### config.mk
export PLATFORM = sky130hd
export DESIGN_NAME = mem_ctrl
export DESIGN_NICKNAME = d
export VERILOG_FILES = /design/src/rtl/mem_ctrl.sv
export SDC_FILE = /design/constraint.sdc
export NUM_CORES = 1
export LEC_CHECK = 0
export ABC_AREA = 1
export CAP_MARGIN = 5
export CORE_MARGIN = 1.5
export CORE_UTILIZATION = 40
export DETAILED_ROUTE_END_ITERATION = 8
export PLACE_DENSITY = 0.68
export SYNTH_ARGS = -nofsm -noshare
export SYNTH_HDL_FRONTEND = slang
export SYNTH_SLANG_ARGS = --single-unit
### constraint.sdc
create_clock -name clk -period 3.59 [get_ports clk]
set_input_delay 1.077 -clock clk [delete_from_list [all_inputs] [get_ports clk]]
set_output_delay 1.077 -clock clk [all_outputs]
set_load 0.05 [all_outputs]
### src/rtl/mem_ctrl.sv
// Byte-serial RAM arbiter between instruction fetch and load/store unit.
// Loads take priority, I/O stores back off while the UART buffer is full, and a flush aborts reads only.
module mem_ctrl #(
    parameter logic [1:0] IO_HI = 2'b11
) (
    input  logic        clk,
    input  logic        rst,
    input  logic        rdy,
    input  logic [7:0]  mem_din,
    output logic [7:0]  mem_dout,
    output logic [31:0] mem_a,
    output logic        mem_wr,
    input  logic        io_buffer_full,
    input  logic        if_req,
    input  logic [31:0] if_addr,
    output logic        if_done,
    output logic [31:0] if_data,
    input  logic        ls_req,
    input  logic        ls_wr,
    input  logic [1:0]  ls_size,
    input  logic        ls_signed,
    input  logic [31:0] ls_addr,
    input  logic [31:0] ls_wdata,
    output logic        ls_done,
    output logic [31:0] ls_rdata,
    input  logic        jp_wrong
);

    typedef enum logic [2:0] {IDLE, IF_RD, LS_RD, LS_WR, DONE} state_t;

    state_t      r_state;
    logic [2:0]  r_cnt;
    logic [2:0]  r_len;
    logic        r_is_if;
    logic [1:0]  r_size;
    logic        r_signed;
    logic [31:8] r_wdata;
    logic [23:0] r_buf;
    logic [31:0] r_mem_a;
    logic [7:0]  r_mem_dout;
    logic        r_mem_wr;
    logic        r_if_done;
    logic        r_ls_done;
    logic [31:0] r_if_data;
    logic [31:0] r_ls_rdata;

    logic        w_io;
    logic        w_ls_ok;
    logic [2:0]  w_next;
    logic [31:0] w_raw;

    function automatic logic [2:0] byte_len(input logic [1:0] size);
        case (size)
            2'b00:   return 3'd1;
            2'b01:   return 3'd2;
            default: return 3'd4;
        endcase
    endfunction

    function automatic logic [31:0] load_extend(input logic [31:0] raw, input logic [1:0] size,
                                                input logic sgn);
        case (size)
            2'b00:   return {{24{sgn & raw[7]}}, raw[7:0]};
            2'b01:   return {{16{sgn & raw[15]}}, raw[15:0]};
            default: return raw;
        endcase
    endfunction

    assign w_io    = (ls_addr[17:16] == IO_HI);
    assign w_ls_ok = ls_req && !(ls_wr && w_io && io_buffer_full);
    assign w_next  = r_cnt + 3'd1;

    // The last byte of a read is still on mem_din when the transfer completes.
    always_comb begin
        w_raw = {mem_din, r_buf};
        if (r_len == 3'd1)
            w_raw = {24'd0, mem_din};
        else if (r_len == 3'd2)
            w_raw = {16'd0, mem_din, r_buf[7:0]};
    end

    always_ff @(posedge clk) begin
        if (rst) begin
            r_state    <= IDLE;
            r_cnt      <= 3'd0;
            r_len      <= 3'd0;
            r_is_if    <= 1'b0;
            r_mem_a    <= 32'd0;
            r_mem_dout <= 8'd0;
            r_mem_wr   <= 1'b0;
            r_if_done  <= 1'b0;
            r_ls_done  <= 1'b0;
            r_if_data  <= 32'd0;
            r_ls_rdata <= 32'd0;
        end else if (rdy) begin
            case (r_state)
                IDLE: begin
                    r_cnt <= 3'd0;
                    if (w_ls_ok) begin
                        r_is_if  <= 1'b0;
                        r_len    <= byte_len(ls_size);
                        r_size   <= ls_size;
                        r_signed <= ls_signed;
                        r_wdata  <= ls_wdata[31:8];
                        r_mem_a  <= ls_addr;
                        if (ls_wr) begin
                            r_state    <= LS_WR;
                            r_mem_wr   <= 1'b1;
                            r_mem_dout <= ls_wdata[7:0];
                        end else begin
                            r_state <= LS_RD;
                        end
                    end else if (if_req) begin
                        r_is_if <= 1'b1;
                        r_len   <= 3'd4;
                        r_mem_a <= if_addr;
                        r_state <= IF_RD;
                    end
                end
                IF_RD, LS_RD: begin
                    if (jp_wrong) begin
                        r_state <= IDLE;
                    end else begin
                        case (r_cnt)
                            3'd1:    r_buf[7:0]   <= mem_din;
                            3'd2:    r_buf[15:8]  <= mem_din;
                            3'd3:    r_buf[23:16] <= mem_din;
                            default: ;
                        endcase
                        r_cnt <= w_next;
                        if (w_next < r_len)
                            r_mem_a <= r_mem_a + 32'd1;
                        if (r_cnt == r_len) begin
                            r_state <= DONE;
                            if (r_is_if) begin
                                r_if_data <= w_raw;
                                r_if_done <= 1'b1;
                            end else begin
                                r_ls_rdata <= load_extend(w_raw, r_size, r_signed);
                                r_ls_done  <= 1'b1;
                            end
                        end
                    end
                end
                LS_WR: begin
                    if (w_next == r_len) begin
                        r_state   <= DONE;
                        r_mem_wr  <= 1'b0;
                        r_ls_done <= 1'b1;
                    end else begin
                        r_cnt   <= w_next;
                        r_mem_a <= r_mem_a + 32'd1;
                        case (w_next)
                            3'd1:    r_mem_dout <= r_wdata[15:8];
                            3'd2:    r_mem_dout <= r_wdata[23:16];
                            default: r_mem_dout <= r_wdata[31:24];
                        endcase
                    end
                end
                DONE: begin
                    r_state   <= IDLE;
                    r_cnt     <= 3'd0;
                    r_if_done <= 1'b0;
                    r_ls_done <= 1'b0;
                end
                default: r_state <= IDLE;
            endcase
        end
    end

    // A stalled cycle must never strobe the RAM or report completion.
    assign mem_wr   = r_mem_wr & rdy;
    assign if_done  = r_if_done & rdy;
    assign ls_done  = r_ls_done & rdy;
    assign mem_a    = r_mem_a;
    assign mem_dout = r_mem_dout;
    assign if_data  = r_if_data;
    assign ls_rdata = r_ls_rdata;

endmodule

==> reports/metrics.cfg, run 1 <==
[place]
gp_congestion = 0.923
place_hpwl_um = 19500
place_area_um2 = 11200
io_buffers = 221

[worst_setup_path]
slowest_delay_ps = 600
cp-startpoint = rdy
crit_arrival_ps = 2050
crit-reg2reg-capture = mem_a[26]$_SDFFE_PP0P_
crit_type = primary input to primary output
crit_path_start_kind = primary input
slowest_stage = clkdlybuf4s50_1
rrSetupSlack_ps = 750
reg2reg_from = r_cnt[0]$_SDFFE_PP0P_
cp_cell_sequence = clkdlybuf4s50_1, nand2_1, inv_1, buf_12
worst-path-max-fanout = 6
cp.required_ps = 2510
rr_worst_depth = 14
end_kind = primary output
crit_end = ls_done

[timing]
slew_violations = 0
hold_viol_final = 0
skew_ps = 11.2
finalCritPeriodShare = 0.872
tns_ps = 0
relSlewSlack = 0.462
finalCriticalPeriod_ps = 3130
rsz0062_at_grt = no
fmax_ghz = 0.319
worst_pin_slew_ps = 805
setup_viol = 0

[grt]
track_usage = 0.238
antenna_found_initial = 0
first_global_vias = 8062
met2_usage = 0.401
grt_pass1_wl_um = 42000
grt_max_degree = 73
use_met3 = 0.0445
busiest_layer = met2
use_met1 = 0.309
grt-ovfl-total = 0

[run_status]
status = complete, no violations

[die]
coreArea_um2 = 21200
rows = 53
dieArea_um2 = 22700
ios = 222
die_h_um = 151
fp.dieW_um = 151
initial_core_util = 0.411

[power]
p_leak_nw = 4.81
p_seq_frac = 0.409
swShare = 0.323
max-vdd-ir-drop_mv = 0.394
intPower_mw = 3.63
powerDensity_nw_per_um2 = 455
share_comb_of_total_power = 0.238
p_switching_mw = 1.73
power_frac_clock = 0.353

[clock_network]
insertion_delay_ps = 430
cts.htree.levels = 4
clockBufferDepth = 2
cts.clk_slew.worst_paths_ps = 70
post_cts_buffers = 0
hold_buffers = 0
cts_root_buffer = clkbuf_16
cts_made_buffers = 17
cts_resized = 0
numClockSinks = 168
cts_tree = built

[finish]
final_cell_mix = nor2_1, nand2_1, clkdlybuf4s50_1
multiInputGateArea_um2 = 4180
fin_area_um2 = 11800
area_delta_synth_final_pct = 35.1
layout_commonest_cell = nor2_1
diodes = 0
final_nets = 1586
drive_gt1_frac = 0.0502
seqCellArea_um2 = 3870
fillCellCount = 2024

[detailed_routing]
vias = 8748
ant_nets = 0
first_pass_iters = 5
drt-total-wl_um = 26500
avgRoutedWirePerCell_um = 15.2
drc = 0
viasPerCell = 5.00
drt_iter0_markers = 668

[synthesis]
muxShareOfSynthArea = 0
ys_ff_latch = 168
synth_xor_area_frac = 0.00503
synthTopCellsByArea = dfxtp_1, edfxtp_1, nor2_1
yosysTopAreaCell = dfxtp_1
syn_area_per_cell_um2 = 6.89
ys_types = 37
synthCells = 1265
syn_nets = 1390
seq_area_frac_synth = 0.445
synthSimpleGateAreaFrac = 0.335
synth_top_area_frac = 0.269
synth_area_um2 = 8710
yosys_warnings = 0
synth_top_family_by_area = simple AND/OR/NAND/NOR gates
synthAdderAreaFrac = 0.0144
synth_compound_area_frac = 0.124

[job]
cap_violations = 0

[worst_hold_path]
hold_class = register to register

-- cell usage after synthesis (all sizes together) --
library cell,instances
a211oi,1
a21oi,61
a41oi,1
and2,1
buf,25
clkbuf,35
clkinv,1
dfxtp,117
edfxtp,51
ha,10
inv,104
nand2,306
nand3,64
nand3b,10
nand4,4
nor2,310
nor3,13
o21ai,139
o21bai,5
o31ai,2
xnor2,4
xor2,1
-- layout make-up --
cell class / instances / area share
Clock buffer: 19 / 0.0368
Clock inverter: 13 / 0.0144
Inverter: 105 / 0.0335
Multi-Input combinational cell: 932 / 0.355
Sequential cell: 168 / 0.329
Tap cell: 275 / 0.0292
Timing Repair Buffer: 237 / 0.202
-- how the worst min path moves through the flow --
stage / depth (start not counted) / start / slack (ps) / to
2_1_floorplan: 2 / r_ls_done$_SDFFE_PP0P_ / 440 / r_ls_done$_SDFFE_PP0P_
6_report: 2 / ls_rdata[4]$_SDFFE_PP0P_ / 470 / ls_rdata[4]$_SDFFE_PP0P_
4_1_cts: 2 / ls_rdata[1]$_SDFFE_PP0P_ / 470 / ls_rdata[1]$_SDFFE_PP0P_
3_3_place_gp: 2 / ls_rdata[2]$_SDFFE_PP0P_ / 460 / ls_rdata[2]$_SDFFE_PP0P_
5_1_grt: 2 / if_data[29]$_SDFFE_PP0P_ / 500 / if_data[29]$_SDFFE_PP0P_
3_5_place_dp: 2 / ls_rdata[4]$_SDFFE_PP0P_ / 460 / ls_rdata[4]$_SDFFE_PP0P_
-- layer usage --
metal,vias to the layer above,share of wire
met5,-,0
met4,0,0.022
met3,36,0.060
met2,290,0.48
met1,3995,0.44
li1,4427,-
-- flip-flops by register name, summed over array words and instances, names as in the netlist, 2 cells and up --
register / count
r_state: 3
r_buf: 24
mem_dout: 8
if_data: 32
r_wdata: 24
mem_a: 32
r_cnt: 3
ls_rdata: 32
r_len: 3
r_size: 2
-- cell families (layout without fill, tap and decap cells) --
kind of cell               Yosys count  count (layout)
and+or+nand+nor                    708             708
AOI/OAI and AO/OA                  209             209
DFF                                168             168
buffers and inverters              165             374
adders and majority gates           10              10
xor gates and xnor gates             5               5
-- power by group through the flow --
stage          logic [mW]  registers, mW  clock network [mW]
6_report             1.28           2.19                1.89
5_1_grt              1.39           2.21                2.00
4_1_cts              1.28           2.19                1.93
3_5_place_dp         1.27           2.23                   0
3_3_place_gp         1.26           2.23                   0
2_1_floorplan       0.543           2.48                   0
-- worst max-delay path: cells and delay by family --
kind / cells / cell delay (ps)
simple gates: 1 / 90
buf+inv: 3 / 880
-- stage by stage --
stage / std cells / hold WS, ps / worst slack (ps) / utilization / total power [mW]
final: 1749 / 469 / 458 / 0.555 / 5.36
after global routing: 1749 / 500 / 425 / 0.555 / 5.60
after CTS: 1749 / 472 / 477 / 0.555 / 5.39
after detailed placement: 1717 / 461 / 444 / 0.526 / 3.50
after global placement: 1717 / 455 / 484 / 0.526 / 3.49
after floorplan: 1265 / 437 / 287 / - / 3.02
(Power assumes the default switching activity.)
==> inputs of run 2 (changes only) <==
Settings changed: CORE_UTILIZATION 40 to 50, PLACE_DENSITY 0.68 to 0.82.
==> reports/metrics.cfg, run 2 (synthesized netlist as in run 1, its figures left out) <==
[timing]
setup_viol = 0
relSlewSlack = 0.425
skew_ps = 8.39
slew_violations = 0
finalCriticalPeriod_ps = 3140
finalCritPeriodShare = 0.874
fmax_ghz = 0.319
worst_pin_slew_ps = 862
rsz0062_at_grt = no
tns_ps = 0
hold_viol_final = 0

[clock_network]
cts_root_buffer = clkbuf_16
cts_resized = 0
cts_tree = built
hold_buffers = 0
clockBufferDepth = 2
insertion_delay_ps = 430
numClockSinks = 168
cts.htree.levels = 4
cts.clk_slew.worst_paths_ps = 60
post_cts_buffers = 0
cts_made_buffers = 17

[finish]
diodes = 0
multiInputGateArea_um2 = 4180
final_nets = 1586
fillCellCount = 1520
area_delta_synth_final_pct = 33.7
final_cells = 1699
seqCellArea_um2 = 3870
fin_area_um2 = 11700
drive_gt1_frac = 0.0516
layout_commonest_cell = nor2_1
final_cell_mix = nor2_1, nand2_1, clkdlybuf4s50_1

[detailed_routing]
ant_nets = 0
viasPerCell = 5.29
drt_iter0_markers = 808
drc = 0
first_pass_iters = 6
drt-total-wl_um = 25800
vias = 8994
avgRoutedWirePerCell_um = 15.2

[place]
gp_congestion = 0.930
dpl.cell_count = 1667
io_buffers = 221
place_hpwl_um = 18700
place_area_um2 = 11100

[grt]
first_global_vias = 8502
grt-ovfl-total = 0
track_usage = 0.290
grt_max_degree = 57
grt_pass1_wl_um = 41500
antenna_found_initial = 0

[power]
powerDensity_nw_per_um2 = 450
finalPower_mw = 5.25
max-vdd-ir-drop_mv = 0.420
p_leak_nw = 4.80

[die]
initial_core_util = 0.507
ios = 222
die_h_um = 135
rows = 48
fp.dieW_um = 135
dieArea_um2 = 18200
coreArea_um2 = 17200

[worst_setup_path]
crit_arrival_ps = 2060
rrSetupSlack_ps = 820
slowest_stage = clkdlybuf4s50_1
slowest_delay_ps = 630
cp.required_ps = 2510
cp_cell_sequence = clkdlybuf4s50_1, nand2_1, inv_1, buf_12
crit_type = primary input to primary output
end_kind = primary output
worst-path-max-fanout = 6
crit_path_start_kind = primary input

[run_status]
status = complete, no violations

[worst_hold_path]
hold_class = register to register

[job]
cap_violations = 0

==> run 2: path summary, 6_finish.rpt <==
kind | startpoint | endpoint | cells past startpoint
max | rdy | ls_done | 4
min | ls_rdata[0]$_SDFFE_PP0P_ | ls_rdata[0]$_SDFFE_PP0P_ | 2
max reg2reg | r_cnt[0]$_SDFFE_PP0P_ | mem_a[26]$_SDFFE_PP0P_ | 14
min reg2reg | ls_rdata[0]$_SDFFE_PP0P_ | ls_rdata[0]$_SDFFE_PP0P_ | 2
==> run 2: worst max-delay path, delay by kind of cell <==
kind	cells	cell delay, ps
buf+inv	3	880
simple gates	1	100
==> run 2: final cells by class <==
type,count,share of cell area
clock buffer,20,0.0387
clock inverter,12,0.00988
multi-input combinational,932,0.358
inverter,105,0.0338
tap,225,0.0242
timing repair buffer,237,0.203
sequential,168,0.332
==> run 2: power breakdown <==
| group | internal (mW) | switching [mW] | total [mW] |
|---|---|---|---|
| clock | 0.989 | 0.791 | 1.78 |
| sequential | 2.06 | 0.129 | 2.19 |
| combinational | 0.461 | 0.815 | 1.28 |
==> run 2: metrics by stage <==
stage | hold slack, ps | setup slack, ps | utilization
floorplan | 437 | 287 | -
global placement | 453 | 483 | 0.645
detailed placement | 462 | 457 | 0.645
CTS | 472 | 448 | 0.678
global route | 501 | 420 | 0.678
finish | 467 | 452 | 0.678
==> run 2: layer usage <==
layer | GRT usage | routed length (µm) | vias up
met3 | 0.0537 | 1620 | 72
li1 | - | - | 4437
met4 | 0.122 | 948 | 0
met2 | 0.482 | 12300 | 364
met5 | 0 | 0 | -
met1 | 0.370 | 11000 | 4121
